$ cat src/rtl/cdc_pkg.sv
// ---------------------------------------------------------------------------
// cdc_pkg
//   Shared definitions for the toggle req/ack clock-domain-crossing handshake.
//   This package is used by the transmit side (cdc_hs_tx) and by its matching
//   receiver.
//   Contents:
//     hs_state_e             : 2-bit handshake FSM state (FLUSH, IDLE, WAIT_ACK)
//     SYNC_STAGES_MIN/MAX    : legal range for synchronizer depth
//     TIMEOUT_CYCLES_DEFAULT : default ack-wait limit for the optional timeout
//     sync_stages_legal()    : clamps a requested depth into the legal range
// ---------------------------------------------------------------------------
package cdc_pkg;

  typedef enum logic [1:0] {
    FLUSH    = 2'd0,
    IDLE     = 2'd1,
    WAIT_ACK = 2'd2
  } hs_state_e;

  localparam int SYNC_STAGES_MIN        = 2;
  localparam int SYNC_STAGES_MAX        = 4;
  localparam int TIMEOUT_CYCLES_DEFAULT = 1024;

  // Keeps an out-of-range synchronizer depth from building a chain that is
  // too shallow to be metastability-safe or wider than the flush counter.
  function automatic int sync_stages_legal(input int stages);
    if (stages < SYNC_STAGES_MIN) begin
      return SYNC_STAGES_MIN;
    end else if (stages > SYNC_STAGES_MAX) begin
      return SYNC_STAGES_MAX;
    end else begin
      return stages;
    end
  endfunction

endpackage : cdc_pkg

$ cat src/rtl/sync_bits.sv
// ---------------------------------------------------------------------------
// sync_bits
//   A flop chain that brings a level signal into the i_clock domain. Each bit
//   is synchronized on its own, so only use this for single-bit levels or for
//   Gray-coded buses. The receiver reuses this module for its req synchronizer.
//   Ports:
//     i_clock : destination clock
//     i_reset : synchronous, active-high reset; clears every stage to 0
//     i_d     : asynchronous input level (WIDTH bits)
//     o_q     : synchronized level, delayed by STAGES i_clock edges
// ---------------------------------------------------------------------------
module sync_bits #(
  parameter int WIDTH  = 1,
  parameter int STAGES = 2
) (
  input  logic             i_clock,
  input  logic             i_reset,
  input  logic [WIDTH-1:0] i_d,
  output logic [WIDTH-1:0] o_q
);

  logic [WIDTH-1:0] sync_d [STAGES];
  logic [WIDTH-1:0] sync_q [STAGES];

  always_comb begin
    sync_d[0] = i_d;
    for (int k = 1; k < STAGES; k++) begin
      sync_d[k] = sync_q[k-1];
    end
  end

  always_ff @(posedge i_clock) begin
    if (i_reset) begin
      for (int k = 0; k < STAGES; k++) begin
        sync_q[k] <= '0;
      end
    end else begin
      for (int k = 0; k < STAGES; k++) begin
        sync_q[k] <= sync_d[k];
      end
    end
  end

  assign o_q = sync_q[STAGES-1];

endmodule : sync_bits

$ cat src/rtl/cdc_hs_tx.sv
// ---------------------------------------------------------------------------
// cdc_hs_tx
//   This is the source (transmit) side of a 2-phase toggle req/ack handshake.
//   It carries an NB-bit word across a clock-domain boundary. The block takes
//   a word on the valid/ready interface and holds it stable on o_data. It then
//   toggles o_req. It does not accept the next word until the synchronized
//   ack level matches o_req again.
//
//   Optional feature (macro CDC_HS_TX_TIMEOUT_EN):
//     A counter runs while the block sits in WAIT_ACK. After TIMEOUT_CYCLES
//     cycles without an ack it raises a sticky o_timeout flag. The flag stays
//     set until i_reset. When the macro is undefined, no counter is built and
//     o_timeout is tied to 0.
//
//   Ports:
//     i_clock   : source clock; all state changes on its rising edge
//     i_reset   : synchronous, active-high reset
//     i_data    : word to send (NB bits)
//     i_valid   : i_data is valid this cycle
//     o_ready   : the block can accept a word this cycle
//     o_data    : registered word seen by the destination domain
//     o_req     : request level; toggles once per transferred word
//     i_ack     : ack level from the destination; asynchronous to i_clock
//     o_busy    : a transfer is in flight
//     o_timeout : sticky ack-timeout flag
// ---------------------------------------------------------------------------
module cdc_hs_tx
  import cdc_pkg::*;
#(
  parameter int NB             = 8,
  parameter int SYNC_STAGES    = 2,
  parameter int TIMEOUT_CYCLES = TIMEOUT_CYCLES_DEFAULT
) (
  input  logic          i_clock,
  input  logic          i_reset,
  input  logic [NB-1:0] i_data,
  input  logic          i_valid,
  output logic          o_ready,
  output logic [NB-1:0] o_data,
  output logic          o_req,
  input  logic          i_ack,
  output logic          o_busy,
  output logic          o_timeout
);

  localparam int                 STAGES     = sync_stages_legal(SYNC_STAGES);
  localparam int                 FLUSH_W    = 3;
  localparam logic [FLUSH_W-1:0] FLUSH_LAST = FLUSH_W'(STAGES - 1);

  hs_state_e          state_d, state_q;
  logic [FLUSH_W-1:0] flush_cnt_d, flush_cnt_q;
  logic [NB-1:0]      data_d, data_q;
  logic               req_d, req_q;
  logic               ready_d, ready_q;
  logic               busy_d, busy_q;
  logic               ack_s;
  logic               accept;

  // Only ack_s is used in the logic below. The raw i_ack is never sampled
  // directly.
  sync_bits #(
    .WIDTH  (1),
    .STAGES (STAGES)
  ) u_ack_sync (
    .i_clock (i_clock),
    .i_reset (i_reset),
    .i_d     (i_ack),
    .o_q     (ack_s)
  );

  assign accept = (state_q == IDLE) && i_valid && ready_q;

  // FLUSH lets the synchronizer fill with the true ack level before the
  // block trusts it. After FLUSH the block goes through WAIT_ACK, so a
  // destination that still holds ack=1 from before a reset stalls this side.
  // It stalls until that destination resets as well.
  always_comb begin
    state_d     = state_q;
    flush_cnt_d = flush_cnt_q;
    data_d      = data_q;
    req_d       = req_q;
    ready_d     = ready_q;
    busy_d      = busy_q;
    case (state_q)
      FLUSH: begin
        ready_d = 1'b0;
        busy_d  = 1'b0;
        if (flush_cnt_q == FLUSH_LAST) begin
          state_d = WAIT_ACK;
        end else begin
          flush_cnt_d = flush_cnt_q + 1'b1;
        end
      end
      IDLE: begin
        ready_d = 1'b1;
        if (accept) begin
          data_d  = i_data;
          req_d   = ~req_q;
          ready_d = 1'b0;
          busy_d  = 1'b1;
          state_d = WAIT_ACK;
        end
      end
      WAIT_ACK: begin
        if (ack_s == req_q) begin
          state_d = IDLE;
          ready_d = 1'b1;
          busy_d  = 1'b0;
        end
      end
      default: begin
        state_d = FLUSH;
        ready_d = 1'b0;
        busy_d  = 1'b0;
      end
    endcase
  end

  always_ff @(posedge i_clock) begin
    if (i_reset) begin
      state_q     <= FLUSH;
      flush_cnt_q <= '0;
      data_q      <= '0;
      req_q       <= 1'b0;
      ready_q     <= 1'b0;
      busy_q      <= 1'b0;
    end else begin
      state_q     <= state_d;
      flush_cnt_q <= flush_cnt_d;
      data_q      <= data_d;
      req_q       <= req_d;
      ready_q     <= ready_d;
      busy_q      <= busy_d;
    end
  end

  assign o_data  = data_q;
  assign o_req   = req_q;
  assign o_ready = ready_q;
  assign o_busy  = busy_q;

`ifdef CDC_HS_TX_TIMEOUT_EN
  localparam int              TO_W    = $clog2(TIMEOUT_CYCLES) + 1;
  localparam logic [TO_W-1:0] TO_LAST = TO_W'(TIMEOUT_CYCLES - 1);

  logic [TO_W-1:0] to_cnt_d, to_cnt_q;
  logic            timeout_d, timeout_q;

  // The counter holds at its last value once it has expired. The flag stays
  // set; the FSM is left alone and keeps waiting for the ack.
  always_comb begin
    to_cnt_d  = to_cnt_q;
    timeout_d = timeout_q;
    if (accept) begin
      to_cnt_d = '0;
    end else if (state_q == WAIT_ACK) begin
      if (to_cnt_q == TO_LAST) begin
        timeout_d = 1'b1;
      end else begin
        to_cnt_d = to_cnt_q + 1'b1;
      end
    end
  end

  always_ff @(posedge i_clock) begin
    if (i_reset) begin
      to_cnt_q  <= '0;
      timeout_q <= 1'b0;
    end else begin
      to_cnt_q  <= to_cnt_d;
      timeout_q <= timeout_d;
    end
  end

  assign o_timeout = timeout_q;
`else
  logic unused_timeout_cfg;
  assign unused_timeout_cfg = ^TIMEOUT_CYCLES;
  assign o_timeout          = 1'b0;
`endif

endmodule : cdc_hs_tx

$ cat config.mk
export PLATFORM = sky130hd
export DESIGN_NAME = cdc_hs_tx
export DESIGN_NICKNAME = d
export VERILOG_FILES = /design/src/rtl/cdc_pkg.sv /design/src/rtl/sync_bits.sv /design/src/rtl/cdc_hs_tx.sv
export SDC_FILE = /design/constraint.sdc
export NUM_CORES = 1
export LEC_CHECK = 0
export ABC_AREA = 1
export BUFFER_PORTS_ARGS = -buffer_cell sky130_fd_sc_hd__clkbuf_2
export CORE_MARGIN = 2
export CORE_UTILIZATION = 51
export CTS_CLUSTER_DIAMETER = 80
export DETAILED_ROUTE_END_ITERATION = 12
export PLACE_DENSITY = 0.8
export REMOVE_ABC_BUFFERS = 1
export SYNTH_ARGS = -nofsm -noshare
export SYNTH_HDL_FRONTEND = slang
export SYNTH_HIERARCHICAL = 1
export SYNTH_SLANG_ARGS = --single-unit
$ cat constraint.sdc
create_clock -name i_clock -period 2.15 [get_ports i_clock]
set_clock_uncertainty 0.1 [all_clocks]
set_input_delay 0.215 -clock i_clock [delete_from_list [all_inputs] [get_ports i_clock]]
set_output_delay 0.215 -clock i_clock [all_outputs]
set_load 0.02 [all_outputs]
======== Word level (Yosys, flattened, before mapping) ========
Memory sizes are Yosys's and may differ from the RTL's.
Index checks and enable logic that the tools add are counted.
word-level totals
  register bits ........................... 16
  RAM bits ................................ 2
  input port bits ......................... 12
  output and inout port bits .............. 12
  logic and storage cells ................. 41
  memories ................................ 1
operators by class
  add/subtract/negate cells ............... 1
  equal/unequal tests ..................... 7
  multiplexer cells ....................... 15
  bitwise logic cells ..................... 4
  reductions and logical operators ........ 7
memories
  name               depth  width  rd ports  clocked after memory_dff  wr ports  RTL line         source
  u_ack_sync.sync_q  2      1      2         0                         2         sync_bits.sv:23  logic [WIDTH-1:0] sync_q [STAGES];
operator list
  kind                                                 count
  two-way mux 1 bit                                    9
  two-way mux 2 bit                                    3
  inequality test 2 bit, second input constant         3
  case mux 2 bit (3 select lines)                      1
  AND reduction 2 bit                                  3
  case mux 1 bit (2 select lines)                      2
  adder 3 x 1 -> 3 bit, second input constant          1
  equality test 3 x 1 -> 1 bit, second input constant  1
  AND reduction 3 bit                                  1
  equality test 2 x 1 -> 1 bit, second input constant  1
  equality test 2 bit, second input constant           1
  logical AND 1 bit                                    2
  logical NOT 2 bit                                    1
  inverter 1 bit                                       2
  OR 1 bit                                             2
  equality test 1 bit                                  1

======== Depth between registers and ports, before layout ========
Gate-level depths: netlist of the first run.
  word-level depth ........................ 5
  mapped depth ............................ 8
  gate-level depth less buffers ........... 8

======== Cells and area by module ========
The synthesis of the first run kept the hierarchy.
by module, submodules not included
  module     times used  cells each  area an instance (um2)  sequential area each (um2)
  cdc_hs_tx  1           94          715.7                   320.3
  sync_bits  1           6           55.1                    40.0

======== Worst setup path before layout of the first run ========
No wires, ideal clock.
  kind .................................... reg2reg
  start point ............................. register state_q[1]
  end point ............................... register busy_q, in the netlist o_busy
  setup time .............................. 0.066 ns
  data arrival time ....................... 1.084 ns
  required time ........................... 1.984 ns
  path slack .............................. 0.900 ns
  cell stages (with the launch flop) ...... 8
  path buffers ............................ 1
  period minus slack after synthesis ...... 1.250 ns
  cells stage by stage .................... dfxtp_1 > inv_1 > ha_1 > nand3_4 > inv_2 > buf_6 > nand2_1 > a21oi_2
between the ends
  elaborated cells on any way between the ends .. 8
  classes of those cells .................. eq/ne (4); mux (1); reduce/logical (3)
RTL lines
  what                                                                        RTL line          source
  from (decl)                                                                 cdc_hs_tx.sv:50   hs_state_e state_d, state_q;
  from (signal assigned)                                                      cdc_hs_tx.sv:128  state_q <= state_d;
  equality test 2 bit / equality test 2 x 1 -> 1 bit (equally long branches)  cdc_hs_tx.sv:84   case (state_q)
  case mux 1 bit (2 select lines) (*)                                         cdc_hs_tx.sv:84
  net busy_d                                                                  cdc_hs_tx.sv:55   logic busy_d, busy_q;
  to (signal assigned)                                                        cdc_hs_tx.sv:133  busy_q <= busy_d;
  to (decl)                                                                   cdc_hs_tx.sv:55
Mark *: on every way through the listed nets, which the timed path passes. The rest lies on a longest branch.
A chain may end at the register's enable or synchronous reset.

======== Final worst setup path of the first run ========
Same ends and word-level chain as after synthesis.

==> results of run 1 <==
-- cell type report --
type	count	area share
flip-flops and latches	18	0.396
inverters	13	0.0536
well taps	16	0.0220
multi-input cells	66	0.371
repair buffers	23	0.132
clock buffers	3	0.0248
-- worst max-delay path by stage --
stage	startpoint	endpoint	slack, ns	depth (start not counted)
final	state_q[1]	o_busy	0.75	6
after global routing	state_q[1]	state_q[0]	0.62	6
after CTS	state_q[1]	state_q[1]	0.76	6
after detailed placement	state_q[1]	o_busy	0.78	6
after global placement	state_q[1]	o_busy	0.83	6
after floorplan	state_q[1]	o_busy	0.93	7
-- worst max-delay path, cell delays in order, from the launching register on --
cell and delay, ns:
dfxtp_1 0.33, inv_1 0.09, ha_1 0.25, nand3_4 0.16, inv_2 0.19, nand2_1 0.09
a21oi_2 0.14
-- routing by layer --
metal  global-route usage  share of wire
met1                0.206           0.48
met2                0.264           0.46
met3               0.0511          0.047
met4               0.0875          0.013
met5                    0              0
-- state kept, by name, summed over array words and instances (netlist names) --
register / flops
o_ready: 1
o_req: 1
flush_cnt_q: 3
state_q: 2
o_data: 8
u_ack_sync/sync_q: 2
o_busy: 1
-- power groups by stage --
stage / combinational (mW) / clock, mW / sequential, mW
after floorplan: 0.168 / 0 / 0.412
after detailed placement: 0.234 / 0 / 0.409
final: 0.237 / 0.162 / 0.401
after global placement: 0.223 / 0 / 0.407
after global routing: 0.278 / 0.182 / 0.409
after CTS: 0.237 / 0.170 / 0.402
-- cell families (layout without fill, tap and decap cells) --
| family | count (synthesis) | in the layout | share of synthesized area |
|---|---|---|---|
| AOI/OAI and AO/OA | 19 | 19 | 0.128 |
| adders and majority gates | 5 | 5 | 0.0812 |
| buffers and inverters | 16 | 39 | 0.0941 |
| DFF | 18 | 18 | 0.468 |
| other | 1 | 1 | 0.00487 |
| and+or+nand+nor | 41 | 41 | 0.224 |
-- layout by cell type, fill, tap and decap left out --
cell type | netlist | routed
clkbuf_4 | 0 | 3
nor2_1 | 5 | 5
inv_2 | 1 | 1
clkbuf_2 | 0 | 22
ha_1 | 5 | 5
dlygate4sd3_1 | 0 | 1
dfxtp_1 | 18 | 18
inv_1 | 12 | 12
a21oi_1 | 14 | 14
nand3_4 | 1 | 1
nand2_1 | 31 | 31
a21oi_2 | 1 | 1
conb_1 | 1 | 1
nand3_1 | 4 | 4
o21ai_0 | 4 | 4
-- stage by stage --
| stage | area, µm² | utilization | hold WS, ns | std cells |
|---|---|---|---|---|
| global placement | 877 | 0.603 | 0.289 | 135 |
| global route | 910 | 0.626 | 0.0523 | 139 |
| detailed placement | 877 | 0.603 | 0.301 | 135 |
| floorplan | 747 | - | 0.177 | 97 |
| finish | 910 | 0.626 | 0.0459 | 139 |
| CTS | 910 | 0.626 | 0.0414 | 139 |
-- repair_timing --
item / 4_1_cts / 5_1_grt
hold endpoints to repair: 1 / 0
resized for setup: 0 / 0
hold buffers: 1 / 0
==> summary.md, run 1 <==
| Metric | Value |
|---|---|
| Area occupied by multi-input gates | `338 µm²` |
| Antenna-violating nets left | `0` |
| Synth cell types | `15` |
| Syn-to-layout area delta | `18.0%` |
| Worst hold path type | `primary input to register` |
| Wire length per cell | `10.1 µm` |
| FP Rows | `14` |
| TritonCTS clock tree | `built` |
| Most common library cells after synthesis | `nand2_1 (31), dfxtp_1 (18), a21oi_1 (14)` |
| Post-route setup TNS | `0 ns` |
| R2r endpoint | `o_busy` |
| Sink Count | `18` |
| Number of diodes | `0` |
| Register-to-register setup slack | `0.75 ns` |
| Combinational cell fraction of total power | `0.296` |
| Die ar. | `1840 µm²` |
| Number of I/O port buffers | `22` |
| NetSw | `274 µW` |
| Final Routed Wirelength | `1410 µm` |
| TritonRoute pass-1 iters | `4` |
| Max Cap Viol | `0` |
| Worst hold start | `i_data[3]` |
| Die width | `42.9 µm` |
| Largest cells by area after synthesis | `dfxtp_1 (47%), nand2_1 (15%), a21oi_1 (9.1%)` |
| DR vias | `668` |
| Arrival @ worst endpoint | `1.53 ns` |
| Worst-path clk slew | `0.10 ns` |
| Crit path kind | `register to register` |
| Final GP Congestion | `0.820` |
| Crit path max fanout | `11` |
| Synth top area share | `0.468` |
| Dpl hpwl | `1040 µm` |
| Post-synth EDFFs | `0` |
| Hold Crit Depth | `3` |
| Yosys reg bits | `18` |
| Grt total ovfl | `0` |
| Mapped Area | `771 µm²` |
| CP Capture Type | `register` |
| GRT Resource Usage Total | `0.168` |
| Maximum clock insertion buffer count | `2` |
| Dominant register cell in the synthesized netlist | `dfxtp_1` |
| Period minus WS final | `1.40 ns` |
| Die H | `42.9 µm` |
| Reg power frac | `0.501` |
| Top-level I/O count | `24` |
| Highest clock rate | `0.715 GHz` |
| Total Power | `801 µW` |
| Crit start category | `register` |
| Maximum vdd drop | `0.000472 V` |
| Htree depth | `1` |
| Syn. warnings | `6` |
| Worst slack at placement | `0.778 ns` |
| Clock latency on the worst-skew pair | `0.29 ns` |
| Layout Nets | `142` |
| Initial drt markers | `12` |
| Req. time, crit path | `2.28 ns` |
| Count leader, synth | `nand2_1` |
| CTS Buf Count | `3` |
| Crit share post-route | `0.651` |
| Syn_area_per_cell | `7.71 µm²` |
| Largest area contributor in the netlist | `dfxtp_1` |
| Unrepaired setup endpoints after global routing | `false` |
| Switching fraction of total power | `0.342` |
| Post-CTS setup buffers | `0` |
| Max Slew Vio Count | `0` |
| FF+latch area | `360 µm²` |
| Sequential share of the synthesized area | `0.468` |
| Hold path endpoint | `o_data[3]` |
| Initial antenna violation count | `0` |
| R2r startpoint | `state_q[1]` |
| Layout cells sized above 1 | `0.228` |
| Final Hold Fails | `0` |
| # fillers | `142` |
| Post-route setup slack | `0.751 ns` |
| Vias in the first global route | `625` |
| Routed vias/inst | `4.81` |
| First-pass GRT wire length | `2340 µm` |
| Largest net degree at the start of global routing | `13` |
| # DRC | `0` |
| Clk root buf | `clkbuf_4` |
| Setup violators final | `0` |
| Synth async-reset ratio | `0` |
| Starting Density | `0.530` |
| LEAKAGE | `0.435 nW` |
| Part of the power in the clock network | `0.203` |
| Core footprint | `1450 µm²` |
| Worst r2r path cells | `6` |
| Status | `finished clean` |
| Pwr/cell area | `881 nW/µm²` |
| Post-Syn Instances | `100` |
| Cell Int Power | `527 µW` |
No activity file was read; power rests on OpenSTA's default activity.
==> inputs of run 2 (changes only) <==
--- a/config.mk
+++ b/config.mk
@@ -8,10 +8,10 @@
 export ABC_AREA = 1
 export BUFFER_PORTS_ARGS = -buffer_cell sky130_fd_sc_hd__clkbuf_2
 export CORE_MARGIN = 2
-export CORE_UTILIZATION = 51
+export CORE_UTILIZATION = 48
 export CTS_CLUSTER_DIAMETER = 80
 export DETAILED_ROUTE_END_ITERATION = 12
-export PLACE_DENSITY = 0.8
+export PLACE_DENSITY = 0.76
 export REMOVE_ABC_BUFFERS = 1
 export SYNTH_ARGS = -nofsm -noshare
 export SYNTH_HDL_FRONTEND = slang
==> constraint.sdc (replaced) <==
create_clock -name i_clock -period 1.39 [get_ports i_clock]
set_clock_uncertainty 0.1 [all_clocks]
set_input_delay 0.139 -clock i_clock [delete_from_list [all_inputs] [get_ports i_clock]]
set_output_delay 0.139 -clock i_clock [all_outputs]
set_load 0.02 [all_outputs]
==> run 2 against run 1 <==
  * Maximum frequency increased by 9.1%
  * Combinational power is 65% higher
  * Clock power is 54% higher
  * Design area up 10%
  * Core utilization increased by 4.1 points
  * Via count grew 7.3%
  * Largest cell class unchanged
==> summary.md, run 2 (synthesis results as in run 1) <==
| Metric | Value |
|---|---|
| Number of diodes | `0` |
| Routed vias/inst | `4.84` |
| Largest net degree at the start of global routing | `13` |
| Max Slew Vio Count | `0` |
| Final Routed Wirelength | `1520 µm` |
| Grt total ovfl | `0` |
| Clock latency on the worst-skew pair | `0.29 ns` |
| Top-level I/O count | `24` |
| Crit path max fanout | `6` |
| Crit share post-route | `0.923` |
| FP Rows | `14` |
| # DRC | `0` |
| GRT Resource Usage Total | `0.189` |
| CP Capture Type | `register` |
| Max Cap Viol | `0` |
| Final GP Congestion | `0.834` |
| First-pass GRT wire length | `2660 µm` |
| Dpl hpwl | `1040 µm` |
| Max FFs per register | `8` |
| Crit path kind | `register to register` |
| Die H | `44.1 µm` |
| Maximum vdd drop | `0.000757 V` |
| # fillers | `133` |
| Req. time, crit path | `1.46 ns` |
| Fin cells | `148` |
| Die width | `44.1 µm` |
| Layout Nets | `151` |
| Worst-path clk slew | `0.10 ns` |
| Syn-to-layout area delta | `30.4%` |
| Highest clock rate | `0.780 GHz` |
| Arrival @ worst endpoint | `1.36 ns` |
| Vias in the first global route | `669` |
| Initial drt markers | `6` |
| DP Area | `885 µm²` |
| Post-CTS setup buffers | `0` |
| TritonRoute pass-1 iters | `4` |
| Most frequent cells in the layout | `nand2_1 (30), clkbuf_2 (22), dfxtp_1 (18), a21oi_1 (14), inv_1 (11)` |
| Die ar. | `1940 µm²` |
| CTS Buf Count | `3` |
| Commonest non-fill, non-tap cell in the layout | `nand2_1` |
| Layout cells sized above 1 | `0.242` |
| Initial antenna violation count | `0` |
| Wire length per cell | `10.3 µm` |
| Status | `finished clean` |
| Htree depth | `1` |
| DP Cell Count | `136` |
| Final Hold Fails | `0` |
| TritonCTS clock tree | `built` |
| LEAKAGE | `0.470 nW` |
| Starting Density | `0.512` |
| Worst hold path type | `primary input to register` |
| Pwr/cell area | `1250 nW/µm²` |
| Number of I/O port buffers | `22` |
| Post-route setup TNS | `0 ns` |
| Maximum clock insertion buffer count | `2` |
| Sink Count | `18` |
| Post-route cell area | `1000 µm²` |
| Setup violators final | `0` |
| Fin util | `0.667` |
| Period minus WS final | `1.28 ns` |
| Antenna-violating nets left | `0` |
| DR vias | `717` |
| Core footprint | `1510 µm²` |
| Crit start category | `register` |
| Clk root buf | `clkbuf_4` |
| Unrepaired setup endpoints after global routing | `false` |
==> run 2: cell types whose count changed in the layout (fill, tap and decap cells not counted), sizes merged <==
cell | previous run | this run
buf | 0 | 1
dlygate4sd3 | 1 | 9
==> run 2: final timing paths <==
| path | start | endpoint | slack, ns | depth (start not counted) |
|---|---|---|---|---|
| worst max register to register | state_q[1] | o_data[7] | 0.11 | 6 |
| worst max-delay path | state_q[1] | o_data[7] | 0.11 | 6 |
| worst min-delay path | i_reset | o_busy | 0.06 | 2 |
| worst min register to register | u_ack_sync/sync_q[0][0] | u_ack_sync/sync_q[0][1] | 0.30 | 2 |
==> run 2: layer usage <==
layer,global-route usage,vias up,share of wire,wire (µm)
met1,0.212,315,0.42,633
met2,0.326,19,0.50,764
met5,0,-,0,0
met4,0.127,0,0.029,44
met3,0.0327,5,0.050,76
li1,-,378,-,-
==> run 2: area by class of cell <==
| class | instances | area, µm² | area share |
|---|---|---|---|
| repair buffers | 32 | 208 | 0.207 |
| clock buffers | 3 | 22.5 | 0.0224 |
| multi-input cells | 66 | 343 | 0.341 |
| inverters | 13 | 51.3 | 0.0511 |
| well taps | 16 | 20.0 | 0.0199 |
| flip-flops and latches | 18 | 360 | 0.359 |
==> run 2: per-stage QoR <==
| step | hold WS, ns | worst slack [ns] | total power, mW |
|---|---|---|---|
| after floorplan | 0.101 | 0.169 | 0.898 |
| after global placement | 0.231 | 0.123 | 0.978 |
| after detailed placement | 0.234 | 0.0594 | 0.988 |
| after CTS | 0.0569 | 0.0341 | 1.26 |
| after global routing | 0.0804 | 0.0265 | 1.37 |
| final | 0.0569 | 0.107 | 1.26 |
==> run 2: critical path, stage by stage (launching register included) <==
cell	delay, ns
dfxtp_1	0.32
inv_1	0.10
ha_2	0.24
nand3_4	0.12
buf_4	0.18
nand2_1	0.06
a21oi_1	0.06
==> run 2: report_power, final <==
part	internal, mW	switching (mW)
registers	0.577	0.0438
clock network	0.101	0.148
logic	0.160	0.231
==> run 2: what timing repair did <==
| action | CTS | global route |
|---|---|---|
| hold endpoints to repair | 9 | 0 |
| hold buffers | 9 | 0 |
| resized for setup | 0 | 6 |
| endpoints found under the setup margin | 0 | 14 |
==> inputs of run 3 (changes only) <==
--- a/config.mk
+++ b/config.mk
@@ -8,10 +8,9 @@
 export ABC_AREA = 1
 export BUFFER_PORTS_ARGS = -buffer_cell sky130_fd_sc_hd__clkbuf_2
 export CORE_MARGIN = 2
-export CORE_UTILIZATION = 48
+export CORE_UTILIZATION = 28
 export CTS_CLUSTER_DIAMETER = 80
 export DETAILED_ROUTE_END_ITERATION = 12
-export PLACE_DENSITY = 0.76
 export REMOVE_ABC_BUFFERS = 1
 export SYNTH_ARGS = -nofsm -noshare
 export SYNTH_HDL_FRONTEND = slang
==> constraint.sdc (replaced) <==
create_clock -name i_clock -period 1.39 [get_ports i_clock]
set_clock_uncertainty 0.1 [all_clocks]
set_input_delay 0.0695 -clock i_clock [delete_from_list [all_inputs] [get_ports i_clock]]
set_output_delay 0.0695 -clock i_clock [all_outputs]
set_load 0.02 [all_outputs]
==> run 3 against run 2 <==
  * Non-clock buffer count is 1 higher
  * Sequential cell count stayed put
  * Sequential share of layout area is 1.4 points lower
  * Largest cell class unchanged
==> summary.md, run 3 (synthesis results as in run 1) <==
| Metric | Value |
|---|---|
| Status | `finished clean` |
| Register-to-register setup slack | `0.14 ns` |
| GRT Resource Usage Total | `0.109` |
| Post-route cell area | `1050 µm²` |
| Commonest non-fill, non-tap cell in the layout | `nand2_1` |
| Starting Density | `0.287` |
| Max Slew Vio Count | `0` |
| Unrepaired setup endpoints after global routing | `false` |
| Maximum vdd drop | `0.000632 V` |
| First-pass GRT wire length | `2770 µm` |
| TritonRoute pass-1 iters | `4` |
| End of the critical path | `flush_cnt_q[1]` |
| Grt total ovfl | `0` |
| R2r endpoint | `flush_cnt_q[1]` |
| Number of I/O port buffers | `22` |
| TritonCTS clock tree | `built` |
| Worst hold path type | `primary input to register` |
| Arrival @ worst endpoint | `1.35 ns` |
| DR vias | `730` |
| Core footprint | `2690 µm²` |
| Maximum clock insertion buffer count | `2` |
| CP Capture Type | `register` |
| Worst-path clk slew | `0.10 ns` |
| Die H | `56.5 µm` |
| Final Routed Wirelength | `1630 µm` |
| Initial antenna violation count | `0` |
| DP Cell Count | `151` |
| Clock latency on the worst-skew pair | `0.29 ns` |
| LEAKAGE | `0.476 nW` |
| Hold Crit Depth | `4` |
| Vias in the first global route | `697` |
| FF+latch area | `362 µm²` |
| Syn-to-layout area delta | `36.2%` |
| Antenna-violating nets left | `0` |
| Total Power | `1.30 mW` |
| Area occupied by multi-input gates | `358 µm²` |
| Die width | `56.5 µm` |
| Final GP Congestion | `0.694` |
| # fillers | `280` |
| Post-route setup TNS | `0 ns` |
| Worst r2r path cells | `6` |
| Setup violators final | `0` |
| Initial drt markers | `4` |
| Period minus WS final | `1.25 ns` |
| Final Hold Fails | `0` |
| Routed vias/inst | `4.45` |
| Sink Count | `18` |
| CP Launch Point | `state_q[0]` |
| Worst hold start | `i_valid` |
| Largest net degree at the start of global routing | `13` |
| CTS Buf Count | `3` |
| Layout Nets | `152` |
| Most frequent cells in the layout | `nand2_1 (30), clkbuf_2 (22), dfxtp_1 (17), a21oi_1 (14)` |
| Crit share post-route | `0.900` |
| Req. time, crit path | `1.48 ns` |
| Wire length per cell | `9.91 µm` |
| Layout cells sized above 1 | `0.263` |
| FP Rows | `19` |
| R2r startpoint | `state_q[0]` |
| Clk root buf | `clkbuf_4` |
| Worst hold slack | `0.0793 ns` |
| Max Cap Viol | `0` |
| Max FFs per register | `8` |
| Top-level I/O count | `24` |
| Crit path kind | `register to register` |
| Highest clock rate | `0.799 GHz` |
| Fin cells | `164` |
| Die ar. | `3190 µm²` |
| Crit path max fanout | `6` |
| Pwr/cell area | `1240 nW/µm²` |
| Crit start category | `register` |
| # DRC | `0` |
| Number of diodes | `0` |
| DP Area | `903 µm²` |
| Dpl hpwl | `1160 µm` |
| Htree depth | `1` |
[run 3: changes by cell type in the layout (fill, tap and decap cells not counted), sizes merged]
cell	delta
dlygate4sd3	+1
[run 3: per-stage QoR]
stage	setup slack, ns	utilization
6_report	0.139	0.391
5_1_grt	0.0255	0.391
4_1_cts	0.0227	0.382
3_5_place_dp	0.0565	0.336
3_3_place_gp	0.122	0.336
2_1_floorplan	0.169	-
[run 3: where the power goes]
part / leakage [nW] / switching, mW / internal, mW
combinational: 0.316 / 0.240 / 0.170
sequential: 0.147 / 0.0510 / 0.579
clock: 0.0138 / 0.159 / 0.101
total: 0.476 / 0.450 / 0.850
[run 3: layer usage]
metal / track usage / share of wire
met1: 0.117 / 0.41
met2: 0.206 / 0.53
met3: 0.0207 / 0.044
met5: 0 / 0
met4: 0.0408 / 0.017
[run 3: area by class of cell]
class	instances	share of cell area
Clock buffer	3	0.0215
Timing Repair Buffer	33	0.207
Inverter	13	0.0489
Multi-Input combinational cell	66	0.341
Tap cell	31	0.0369
Sequential cell	18	0.344
[run 3: worst max-delay path: stages (launching register included)]
cell     delay [ns]
dfxtp_2        0.37
inv_1          0.07
ha_1           0.21
nand2_1        0.12
inv_2          0.08
o21ai_0        0.15
a21oi_1        0.05
[run 3: worst min-delay path by stage]
stage,to,slack (ns)
floorplan,o_busy,0.03
global placement,u_ack_sync/sync_q[0][0],0.16
detailed placement,u_ack_sync/sync_q[0][0],0.17
CTS,o_data[7],0.06
global route,o_data[7],0.11
finish,o_data[7],0.08
[run 3: repair_timing]
| action | 4_1_cts | 5_1_grt |
|---|---|---|
| hold endpoints to repair | 10 | 0 |
| hold buffers | 10 | 0 |
| buffers inserted | 0 | 0 |
| endpoints found under the setup margin | 0 | 15 |
| resized for setup | 0 | 9 |
